==> src/rtl/tone_arbiter_pkg.sv <==
// Shared field widths, requester indices and the arbiter state type for the
// tone engine arbiter.
package tone_arbiter_pkg;

  localparam int OCTAVE_BITS = 3;
  localparam int NOTE_BITS   = 3;
  localparam int LENGTH_BITS = 3;
  localparam int NUM_REQ     = 3;

  localparam logic [1:0] REQ_LIVE   = 2'd0;
  localparam logic [1:0] REQ_REPLAY = 2'd1;
  localparam logic [1:0] REQ_SONG   = 2'd2;

  typedef enum logic [2:0] {
    ST_IDLE  = 3'd0,
    ST_GRANT = 3'd1,
    ST_ARM   = 3'd2,
    ST_PLAY  = 3'd3,
    ST_DONE  = 3'd4,
    ST_GAP   = 3'd5
  } arb_state_t;

endpackage

==> src/rtl/tone_arbiter_prio_pick3.sv <==
// Fixed-priority selector: lowest set request bit wins, returned both one-hot
// and as a requester index for the data mux.
module prio_pick3
  import tone_arbiter_pkg::*;
(
  input  logic [NUM_REQ-1:0] req,
  output logic [NUM_REQ-1:0] pick,
  output logic [1:0]         idx,
  output logic               valid
);

  // Lowest-set-bit priority encode.
  always_comb begin
    pick  = 3'b000;
    idx   = REQ_LIVE;
    valid = 1'b0;
    if (req[0]) begin
      pick  = 3'b001;
      idx   = REQ_LIVE;
      valid = 1'b1;
    end else if (req[1]) begin
      pick  = 3'b010;
      idx   = REQ_REPLAY;
      valid = 1'b1;
    end else if (req[2]) begin
      pick  = 3'b100;
      idx   = REQ_SONG;
      valid = 1'b1;
    end else begin
      pick  = 3'b000;
      idx   = REQ_LIVE;
      valid = 1'b0;
    end
  end

endmodule

==> src/rtl/tone_arbiter.sv <==
// Non-preemptive arbiter sharing the tone engine between live play, record
// replay and song playback, with engine start timeout and inter-note rest.
module tone_arbiter
  import tone_arbiter_pkg::*;
#(
  parameter int OCT_W         = OCTAVE_BITS,
  parameter int NOTE_W        = NOTE_BITS,
  parameter int LEN_W         = LENGTH_BITS,
  parameter int GAP_CYCLES    = 16,
  parameter int START_TIMEOUT = 1024
) (
  input  logic                      clk,
  input  logic                      rst,
  input  logic                      en,
  input  logic                      abort,
  input  logic [NUM_REQ-1:0]        req,
  input  logic [NUM_REQ*OCT_W-1:0]  req_oct,
  input  logic [NUM_REQ*NOTE_W-1:0] req_note,
  input  logic [NUM_REQ*LEN_W-1:0]  req_len,
  output logic [NUM_REQ-1:0]        gnt,
  output logic [NUM_REQ-1:0]        done,
  output logic                      aborted,
  output logic                      timeout,
  output logic                      snd_en,
  output logic [OCT_W-1:0]          snd_oct,
  output logic [NOTE_W-1:0]         snd_note,
  output logic [LEN_W-1:0]          snd_len,
  input  logic                      snd_over,
  output logic                      busy
);

  localparam int GAP_W = (GAP_CYCLES > 0) ? $clog2(GAP_CYCLES + 1) : 1;
  localparam int TO_W  = (START_TIMEOUT > 1) ? $clog2(START_TIMEOUT) : 1;
  localparam logic [GAP_W-1:0] GAP_LAST = GAP_W'((GAP_CYCLES > 0) ? GAP_CYCLES - 1 : 0);
  localparam logic [TO_W-1:0]  TO_LAST  = TO_W'((START_TIMEOUT > 1) ? START_TIMEOUT - 1 : 0);

  arb_state_t          state_r, state_nxt_s, rest_state_s;
  logic [NUM_REQ-1:0]  gnt_r, gnt_nxt_s, done_r, done_nxt_s;
  logic                aborted_r, aborted_nxt_s, timeout_r, timeout_nxt_s;
  logic                snd_en_r, snd_en_nxt_s, busy_r, load_s;
  logic [OCT_W-1:0]    snd_oct_r, sel_oct_s;
  logic [NOTE_W-1:0]   snd_note_r, sel_note_s;
  logic [LEN_W-1:0]    snd_len_r, sel_len_s;
  logic [GAP_W-1:0]    gap_cnt_r, gap_cnt_nxt_s;
  logic [TO_W-1:0]     to_cnt_r, to_cnt_nxt_s;
  logic [NUM_REQ-1:0]  pick_s;
  logic [1:0]          idx_s;
  logic                valid_s;

  prio_pick3 u_pick (
    .req   (req),
    .pick  (pick_s),
    .idx   (idx_s),
    .valid (valid_s)
  );

  // Route the winning requester's note fields toward the latch.
  always_comb begin
    sel_oct_s  = req_oct[0 +: OCT_W];
    sel_note_s = req_note[0 +: NOTE_W];
    sel_len_s  = req_len[0 +: LEN_W];
    case (idx_s)
      REQ_REPLAY: begin
        sel_oct_s  = req_oct[OCT_W +: OCT_W];
        sel_note_s = req_note[NOTE_W +: NOTE_W];
        sel_len_s  = req_len[LEN_W +: LEN_W];
      end
      REQ_SONG: begin
        sel_oct_s  = req_oct[2*OCT_W +: OCT_W];
        sel_note_s = req_note[2*NOTE_W +: NOTE_W];
        sel_len_s  = req_len[2*LEN_W +: LEN_W];
      end
      default: begin
        sel_oct_s  = req_oct[0 +: OCT_W];
        sel_note_s = req_note[0 +: NOTE_W];
        sel_len_s  = req_len[0 +: LEN_W];
      end
    endcase
  end

  // Next-state and next-output decode; cancellation by en or abort overrides
  // every in-flight transition, including a coincident snd_over rise.
  always_comb begin
    state_nxt_s   = state_r;
    gnt_nxt_s     = gnt_r;
    done_nxt_s    = 3'b000;
    aborted_nxt_s = 1'b0;
    timeout_nxt_s = 1'b0;
    snd_en_nxt_s  = snd_en_r;
    gap_cnt_nxt_s = gap_cnt_r;
    to_cnt_nxt_s  = to_cnt_r;
    load_s        = 1'b0;
    if (GAP_CYCLES > 0) begin
      rest_state_s = ST_GAP;
    end else begin
      rest_state_s = ST_IDLE;
    end

    case (state_r)
      ST_IDLE: begin
        snd_en_nxt_s = 1'b0;
        if (en && valid_s) begin
          state_nxt_s = ST_GRANT;
          gnt_nxt_s   = pick_s;
          load_s      = 1'b1;
        end else begin
          state_nxt_s = ST_IDLE;
          gnt_nxt_s   = 3'b000;
        end
      end
      ST_GAP: begin
        snd_en_nxt_s = 1'b0;
        if (!en || (gap_cnt_r >= GAP_LAST)) begin
          state_nxt_s   = ST_IDLE;
          gap_cnt_nxt_s = '0;
        end else begin
          gap_cnt_nxt_s = gap_cnt_r + GAP_W'(1);
        end
      end
      ST_GRANT, ST_ARM, ST_PLAY, ST_DONE: begin
        if (!en || abort) begin
          aborted_nxt_s = 1'b1;
          gnt_nxt_s     = 3'b000;
          snd_en_nxt_s  = 1'b0;
          if (en) begin
            state_nxt_s = rest_state_s;
          end else begin
            state_nxt_s = ST_IDLE;
          end
        end else begin
          case (state_r)
            ST_GRANT: begin
              snd_en_nxt_s = 1'b1;
              to_cnt_nxt_s = '0;
              state_nxt_s  = ST_ARM;
            end
            ST_ARM: begin
              if (!snd_over) begin
                state_nxt_s = ST_PLAY;
              end else if (to_cnt_r >= TO_LAST) begin
                timeout_nxt_s = 1'b1;
                aborted_nxt_s = 1'b1;
                gnt_nxt_s     = 3'b000;
                snd_en_nxt_s  = 1'b0;
                state_nxt_s   = rest_state_s;
              end else begin
                to_cnt_nxt_s = to_cnt_r + TO_W'(1);
              end
            end
            ST_PLAY: begin
              if (snd_over) begin
                state_nxt_s = ST_DONE;
              end else begin
                state_nxt_s = ST_PLAY;
              end
            end
            default: begin
              done_nxt_s   = gnt_r;
              gnt_nxt_s    = 3'b000;
              snd_en_nxt_s = 1'b0;
              state_nxt_s  = rest_state_s;
            end
          endcase
        end
      end
      default: begin
        state_nxt_s  = ST_IDLE;
        gnt_nxt_s    = 3'b000;
        snd_en_nxt_s = 1'b0;
      end
    endcase
  end

  // State, counters and registered outputs.
  always_ff @(posedge clk) begin
    if (rst) begin
      state_r    <= ST_IDLE;
      gnt_r      <= 3'b000;
      done_r     <= 3'b000;
      aborted_r  <= 1'b0;
      timeout_r  <= 1'b0;
      snd_en_r   <= 1'b0;
      busy_r     <= 1'b0;
      snd_oct_r  <= '0;
      snd_note_r <= '0;
      snd_len_r  <= '0;
      gap_cnt_r  <= '0;
      to_cnt_r   <= '0;
    end else begin
      state_r   <= state_nxt_s;
      gnt_r     <= gnt_nxt_s;
      done_r    <= done_nxt_s;
      aborted_r <= aborted_nxt_s;
      timeout_r <= timeout_nxt_s;
      snd_en_r  <= snd_en_nxt_s;
      busy_r    <= (state_nxt_s != ST_IDLE);
      gap_cnt_r <= gap_cnt_nxt_s;
      to_cnt_r  <= to_cnt_nxt_s;
      if (load_s) begin
        snd_oct_r  <= sel_oct_s;
        snd_note_r <= sel_note_s;
        snd_len_r  <= sel_len_s;
      end else begin
        snd_oct_r  <= snd_oct_r;
        snd_note_r <= snd_note_r;
        snd_len_r  <= snd_len_r;
      end
    end
  end

  assign gnt      = gnt_r;
  assign done     = done_r;
  assign aborted  = aborted_r;
  assign timeout  = timeout_r;
  assign snd_en   = snd_en_r;
  assign snd_oct  = snd_oct_r;
  assign snd_note = snd_note_r;
  assign snd_len  = snd_len_r;
  assign busy     = busy_r;

endmodule
==> config.mk <==
export PLATFORM = sky130hd
export DESIGN_NAME = tone_arbiter
export DESIGN_NICKNAME = d
export VERILOG_FILES = /design/src/rtl/tone_arbiter_pkg.sv /design/src/rtl/tone_arbiter_prio_pick3.sv /design/src/rtl/tone_arbiter.sv
export SDC_FILE = /design/constraint.sdc
export NUM_CORES = 1
export LEC_CHECK = 0
export BUFFER_PORTS_ARGS = -buffer_cell sky130_fd_sc_hd__buf_2
export CORE_UTILIZATION = 46
export CTS_CLUSTER_SIZE = 8
export DETAILED_ROUTE_END_ITERATION = 10
export PLACE_DENSITY = 0.75
export SYNTH_ARGS = -nofsm -noshare
export SYNTH_HDL_FRONTEND = slang
export SYNTH_SLANG_ARGS = --single-unit
==> constraint.sdc <==
create_clock -name clk -period 1.89 [get_ports clk]
set_clock_uncertainty 0.1 [all_clocks]
set_input_delay 0.567 -clock clk [delete_from_list [all_inputs] [get_ports clk]]
set_output_delay 0.567 -clock clk [all_outputs]
set_load 0.1 [all_outputs]
==> key figures, run 1 <==
Logic synthesis
  – Number of synthesized flops with an enable pin: 0
  – Mapped Area: 1800 um2
  – Synth top area share: between 40% and 50%
  – Post-synthesis adder-cell area fraction: 2.08%
  – Synth Net Count: between 200 and 300
  – Yosys warns: 0
  – Yosys top cell by area: dfxtp_1
  – Mean Syn Cell Area: approximately 8.5 um2
  – Sequential area share after synthesis: 41.1%
  – Flops & latches, synth: 37
  – Mux share of post-synthesis cell area: less than 1%
  – XOR/XNOR Fraction of Synth Area: slightly below 5%
  – Simple-Gate Fraction of Synth Area: 30.0%
  – Main combinational cell family by area after synthesis: simple AND/OR/NAND/NOR gates
  – Yosys cell types: 50
  – Compound-Gate Fraction of Synth Area: between 10% and 20%
  – Mapped Cells: 212
  – Post-synth ARST share: 0%
  – Commonest cells post-synth: 37 x dfxtp_1, 37 x nor2_1, 11 x a21oi_1, 9 x xor2_1
  – Primary FF master, synth: dfxtp_1
  – Synth top area cells: dfxtp_1 41%, nor2_1 7.7%, xor2_1 4.4%

Critical path
  – Crit path arrival time: ~1900 ps
  – Worst setup path category: flop to flop
  – Most frequent CP cell: ha_1
  – Worst Path Required: around 2000 ps
  – WP buf/inv: 0
  – Internal reg-to-reg setup slack: ~78 ps
  – Worst setup EP type: flop
  – Crit path launch type: flop
  – Depth of the worst register-to-register path: 7
  – Crit-path cells: ha_1 > and3_1 > ha_1 > nor3b_2 > and3b_2 > a311oi_2 > a31oi_1
  – Worst-path fanout max: 5
  – R2r endpoint: busy$_SDFF_PP0_
  – Worst r2r src: gap_cnt_r[1]$_SDFFE_PP0P_
  – Slowest library cell on the worst path: dfxtp_1
  – CP delay by family, top: simple AND/OR/NAND/NOR gates
  – Largest stage delay on the critical path: 380 ps

CTS
  – TritonCTS Buffers: 5
  – Clk buf depth: 2
  – Clock sink count: 37
  – Clock Latency Late Sink: slightly below 300 ps
  – Clk slew on worst S/H paths: 80 ps
  – Root buf cell: clkbuf_8
  – Max H-tree Level: 2
  – CTS tree: yes

Run status
  – Outcome: complete, no violations

Timing
  – Achievable Freq: 552 MHz
  – Fin. Hold Viols: 0
  – Final setup viols: 0
  – Final Max Slew Viols: 0
  – Fin crit period: ~1800 ps
  – Slew Limit Headroom: about 67%
  – Setup TNS: 0 ps
  – Hold WS: 387 ps
  – Worst Max-Slew Pin Slew: approximately 490 ps
  – Fin crit share: ~96%
  – RSZ-0062 raised after global routing: true

Route
  – DRT iter0 DRCs: between 100 and 150
  – Final wirelength: around 4400 um
  – Routed Antenna Nets: 0
  – Drt drc: 0
  – DRT Pass-1 Iters: 4
  – Via density per instance: ~5.3
  – Wire per inst: ~13 um
  – Via count: ~1,800

Pwr
  – Leakage: 1.10 nW
  – Clock Power Share: between 20% and 30%
  – Psw: approximately 0.00065 W
  – Worst vdd ir: slightly above 0.5 mV
  – Internal: about 0.0012 W
  – Fraction of power consumed by combinational cells: 26.3%
  – Sequential share of power: about 45%
  – Pwr/cell area: approximately 770 nW/um2
  – Sw Share: a little over a third
  – Overall power: about 0.0019 W

Floorplanning
  – Initial Util: about half
  – I/O pin count: 54
  – Core area: ~3700 um2
  – Die W: about 65 um
  – Die Ht: about 65 um
  – Die ar.: 4180 um2
  – Rows: 22

Place
  – Dpl cell area: roughly 2300 um2
  – Buffers on Ports: between 50 and 60
  – Placer's final routability congestion estimate: around 0.86
  – HPWL after DPL: between 3000 and 4000 um

Hold path
  – Hold crit path type: flop to flop
  – Hold Path Depth: 1
  – Hold Path Sink: done[0]$_SDFF_PP0_
  – Hold Startpoint: gnt[0]$_SDFFE_PP0P_

Cells and area
  – Fill cell count: 340
  – P&R area growth vs syn: 33.8%
  – Layout Nets: 330
  – Fin area: around 2400 um2
  – Core Util, Final: about two thirds
  – Ant diodes: 0
  – Layout cells sized above 1: 36.2%

GRT
  – First-pass GRT wire length: between 7000 and 8000 um
  – Total global routing overflow: 0
  – Gr usage total: about 23%
  – Initial antenna violation count: 0
  – Pin count of the biggest net entering global routing: 14
  – Vias in the first global route: 1,657

Job
  – Reported max-cap violation count: 0
## cells in the final DEF, fill, tap and decap left out, types with 3 or more instances in the layout
master / count
a211oi_1: 8
a21oi_1: 11
a22oi_1: 4
and2_1: 3
buf_2: 53
buf_4: 28
clkbuf_8: 5
dfxtp_1: 35
inv_1: 8
nand2_1: 8
nand2b_1: 3
nand3_1: 6
nand3b_1: 6
nand4_1: 6
nor2_1: 37
nor2b_1: 3
nor3_1: 8
o21ai_0: 4
o22ai_1: 4
xor2_1: 9
## stage by stage
step | setup slack, ps | instances
after floorplan | 2.75 | 212
after global placement | -97.4 | 332
after detailed placement | -148 | 332
after CTS | 19.9 | 341
after global routing | -61.3 | 341
final | 77.8 | 341
## kinds of logic (layout without fill, tap and decap cells)
logic type	count (synthesis)	after routing
xor gates and xnor gates	10	10
DFF	37	37
and+or+nand+nor	99	99
adders and majority gates	3	3
buffers and inverters	16	97
AOI/OAI and AO/OA	46	46
muxes	1	1
## routing by layer
layer / up-vias / wire length, um / GRT usage [%]
met2: 51 / 2070 / 35.4
met5: - / 0 / 0
met4: 0 / 105 / 11.9
li1: 922 / - / -
met1: 833 / 2090 / 30.1
met3: 11 / 177 / 5.63
## power groups by stage
| stage | Clock (W) | Combinational [W] | Sequential [W] |
|---|---|---|---|
| floorplan | 0 | 0.000149 | 0.00106 |
| global placement | 0 | 0.000483 | 0.000850 |
| detailed placement | 0 | 0.000488 | 0.000852 |
| CTS | 0.000545 | 0.000489 | 0.000834 |
| global route | 0.000582 | 0.000526 | 0.000839 |
| finish | 0.000536 | 0.000490 | 0.000834 |
## worst reg2reg max path, delay by kind of cell, from the launching register on
family	cells	cell delay, ps
and+or+nand+nor	3	460
DFF	1	380
AOI/OAI and AO/OA	2	410
adders and majority gates	2	350
## worst max path at each step
| stage | from | to | cells past startpoint |
|---|---|---|---|
| CTS | gap_cnt_r[1]$_SDFFE_PP0P_ | gap_cnt_r[3]$_SDFFE_PP0P_ | 7 |
| global placement | abort | busy$_SDFF_PP0_ | 6 |
| detailed placement | abort | busy$_SDFF_PP0_ | 6 |
| floorplan | to_cnt_r[0]$_SDFFE_PP0P_ | busy$_SDFF_PP0_ | 6 |
| global route | gap_cnt_r[1]$_SDFFE_PP0P_ | gap_cnt_r[2]$_SDFFE_PP0P_ | 8 |
| finish | gap_cnt_r[1]$_SDFFE_PP0P_ | busy$_SDFF_PP0_ | 7 |
## state kept, by name, summed over array words and instances (netlist names), 3 cells and up
signal,count
done,3
snd_note,3
snd_len,3
state_r,3
to_cnt_r,10
snd_oct,3
gap_cnt_r,5
gnt,3
## cell type report
class	count	area (um2)	area share [%]
clock inverters	2	10.0	0.415
inverters	8	30.0	1.24
well taps	48	60.1	2.49
multi-input cells	159	1020	42.4
clock buffers	6	72.6	3.01
flip-flops and latches	37	743	30.8
repair buffers	81	475	19.7
## what timing repair did
| item | 4_1_cts | 5_1_grt |
|---|---|---|
| pin swaps | 3 | 2 |
| resized for setup | 4 | 3 |
| buffers inserted | 1 | 0 |
| hold buffers | 0 | 0 |
| hold endpoints to repair | 0 | 0 |
| endpoints found under the setup margin | 4 | 13 |
Power figures use the tool's default switching activity.
==> run 2: changes to the inputs <==
- CELL_PAD_IN_SITES_DETAIL_PLACEMENT: not set -> 1
- CELL_PAD_IN_SITES_GLOBAL_PLACEMENT: not set -> 1
- CORE_UTILIZATION: 46 -> 33
- PLACE_DENSITY: 0.75 -> not set
- PLACE_DENSITY_LB_ADDON: not set -> 0.1
==> run 2 against run 1 <==
Global-route usage is 3.6 points lower. First-iteration DRC count is 59% lower. Flip-flop and latch count stayed put. Design area is 7.1% higher. Sequential power is 0.5% higher. Critical path type unchanged. Fmax is 2.7% lower. Non-clock buffer count is 7 higher. Critical path depth is 1 lower. Utilization is 15 points lower. Register-to-register slack worse by 50 ps. Setup slack worse by 49 ps. Clock-buffer cell count stayed put.
==> key figures, run 2 (same netlist as run 1, synthesis figures left out) <==
Run status
  – Outcome: complete, no violations

Cells and area
  – Most frequent cells in the layout: 53 x buf_2, 36 x nor2_1, 35 x buf_4
  – Final non-filler cell total: 370 (+8.5%)
  – Ant diodes: 0 (unchanged)
  – Top reg by flops: to_cnt_r
  – Layout Nets: 337 (+2.1%)
  – Commonest non-fill, non-tap cell in the layout: buf_2
  – Regs by FF count: to_cnt_r (10), gap_cnt_r (5)
  – Layout cells sized above 1: 42.0% (+5.8 points)
  – Largest register FFs: 10 (unchanged)
  – P&R area growth vs syn: 43.3%

Route
  – DRT Pass-1 Iters: 4 (unchanged)
  – Routed Antenna Nets: 0 (unchanged)
  – DRT iter0 DRCs: 55 (-59%)
  – Final wirelength: 5410 um (+22%)
  – Via count: 1,871 (+3.0%)
  – Wire per inst: 14.6 um (+12%)
  – Drt drc: 0 (unchanged)
  – Via density per instance: 5.06 (-5.1%)

Hold path
  – Hold crit path type: input pin to flop
  – Hold Path Depth: 2 (+1)
  – Hold Path Sink: to_cnt_r[1]$_SDFFE_PP0P_
  – Hold Startpoint: rst

Timing
  – Fin crit period: 1860 ps (+49.5 ps)
  – Fin. Hold Viols: 0 (unchanged)
  – Final Max Slew Viols: 0 (unchanged)
  – Final setup viols: 0 (unchanged)
  – Setup TNS: 0 ps (unchanged)
  – Achievable Freq: 537 MHz (-2.7%)
  – Worst Max-Slew Pin Slew: 506 ps (+12.0 ps)
  – Slew Limit Headroom: 66.5% (-0.80 points)
  – RSZ-0062 raised after global routing: true
  – Fin crit share: 98.5% (+2.6 points)
  – Final setup margin: 28.3 ps (-49.5 ps)

Critical path
  – Internal reg-to-reg setup slack: 30 ps (-50 ps)
  – R2r endpoint: busy$_SDFF_PP0_
  – Worst r2r src: to_cnt_r[0]$_SDFFE_PP0P_
  – Depth of the worst register-to-register path: 6 (-1)
  – Worst Path Required: 2010 ps (+60 ps)
  – Crit path arrival time: 1980 ps (+100 ps)
  – Worst setup path category: flop to flop
  – Worst setup EP type: flop
  – Crit path launch type: flop
  – Worst-path fanout max: 2 (-3)

Pwr
  – Pwr/cell area: 734 nW/um2 (-4.8%)
  – Internal: 0.00122 W (+0.99%)
  – Fraction of power consumed by combinational cells: 27.1% (+0.8 points)
  – Sequential share of power: 44.1% (-0.7 points)
  – Leakage: 1.13 nW (+2.8%)
  – Worst vdd ir: 0.274 mV (-46%)
  – Sw Share: 35.7% (+0.64 points)
  – Psw: 0.000678 W (+3.9%)
  – Overall power: 0.00190 W (+2.0%)
  – Clock Power Share: 28.8% (about the same)

GRT
  – Vias in the first global route: 1,798 (+8.5%)
  – First-pass GRT wire length: 8960 um (+21%)
  – Gr usage total: 19.6% (-3.6 points)
  – Pin count of the biggest net entering global routing: 22 (+8)
  – Initial antenna violation count: 0 (unchanged)
  – Total global routing overflow: 0 (unchanged)
  – GRT busiest layer: met2
  – GR Util met3: 4.10% (-1.5 points)
  – Grt met1 use: 27.0% (-3.1 points)
  – Met2 usage: 30.7% (-4.7 points)

Floorplanning
  – Die W: 75.9 um (+18%)
  – Initial Util: 34.9% (-14 points)
  – Die Ht: 75.9 um (+18%)
  – Die ar.: 5770 um2 (+38%)
  – Rows: 26 (+18%)
  – Core area: 5170 um2 (+39%)
  – I/O pin count: 54 (unchanged)

CTS
  – TritonCTS Buffers: 5 (unchanged)
  – Clock Latency Late Sink: 290 ps (about the same)
  – Clk slew on worst S/H paths: 80 ps (about the same)
  – CTS tree: yes
  – Clk buf depth: 2 (unchanged)
  – Root buf cell: clkbuf_8
  – Max H-tree Level: 2 (unchanged)
  – Clock sink count: 37 (unchanged)

Job
  – Reported max-cap violation count: 0 (unchanged)

Place
  – Buffers on Ports: 53 (unchanged)
  – Placed Cells: 358 (+7.8%)
  – HPWL after DPL: 3990 um (+21%)
  – Setup WS pre-CTS: -155 ps (-7.06 ps)
  – Placer's final routability congestion estimate: 0.827 (-3.3%)
## run 2: changes by cell type in the layout (fill, tap and decap cells not counted), moves of 2 or more
cell	change
a21oi_1	-2
dfxtp_2	+2
a21oi_2	+2
dfxtp_1	-2
ha_4	+3
buf_4	+7
ha_1	-2
## run 2: power by group through the flow
stage	Sequential (W)	Clock, W	Combinational, W
after floorplan	0.00106	0	0.000149
after global placement	0.000854	0	0.000495
after detailed placement	0.000854	0	0.000502
after CTS	0.000837	0.000578	0.000505
after global routing	0.000842	0.000613	0.000553
final	0.000838	0.000546	0.000514
## run 2: cell type report
class	count	area, um2
well taps	70	87.6
fillers	642	2590
repair buffers	88	528
clock inverters	2	10.0
multi-input cells	159	1110
inverters	8	30.0
clock buffers	6	72.6
flip-flops and latches	37	746
## run 2: metal layers
| layer | vias up | part of all wire, % |
|---|---|---|
| met5 | - | 0 |
| li1 | 944 | - |
| met2 | 39 | 47 |
| met4 | 0 | 1.1 |
| met3 | 5 | 3.4 |
| met1 | 883 | 48 |
## run 2: timing repair
item,4_1_cts,5_1_grt
endpoints found under the setup margin,3,10
gates resized for setup,8,18
pin swaps,5,14
buffers inserted,2,2
hold buffers,0,0
endpoints found under the hold margin,0,0
## run 2: critical path, stage by stage (launching register included)
cell and delay, ps:
dfxtp_2 350, ha_4 130, and4_4 220, nand3_4 80
or4_4 500, a31o_4 250, a31oi_2 160
## run 2: per-stage QoR
stage	util [%]	area (um2)	hold slack (ps)
after floorplan	-	1810	358
after global placement	45.7	2360	360
after detailed placement	45.7	2360	385
after CTS	48.1	2490	378
after global routing	50.0	2580	382
final	50.0	2580	386
## run 2: how the worst max path moves through the flow
stage | end | start | cells past startpoint
floorplan | busy$_SDFF_PP0_ | to_cnt_r[0]$_SDFFE_PP0P_ | 6
global placement | busy$_SDFF_PP0_ | abort | 6
detailed placement | busy$_SDFF_PP0_ | abort | 6
CTS | state_r[2]$_SDFF_PP0_ | to_cnt_r[0]$_SDFFE_PP0P_ | 6
global route | gap_cnt_r[0]$_SDFFE_PP0P_ | gap_cnt_r[1]$_SDFFE_PP0P_ | 9
finish | busy$_SDFF_PP0_ | to_cnt_r[0]$_SDFFE_PP0P_ | 6
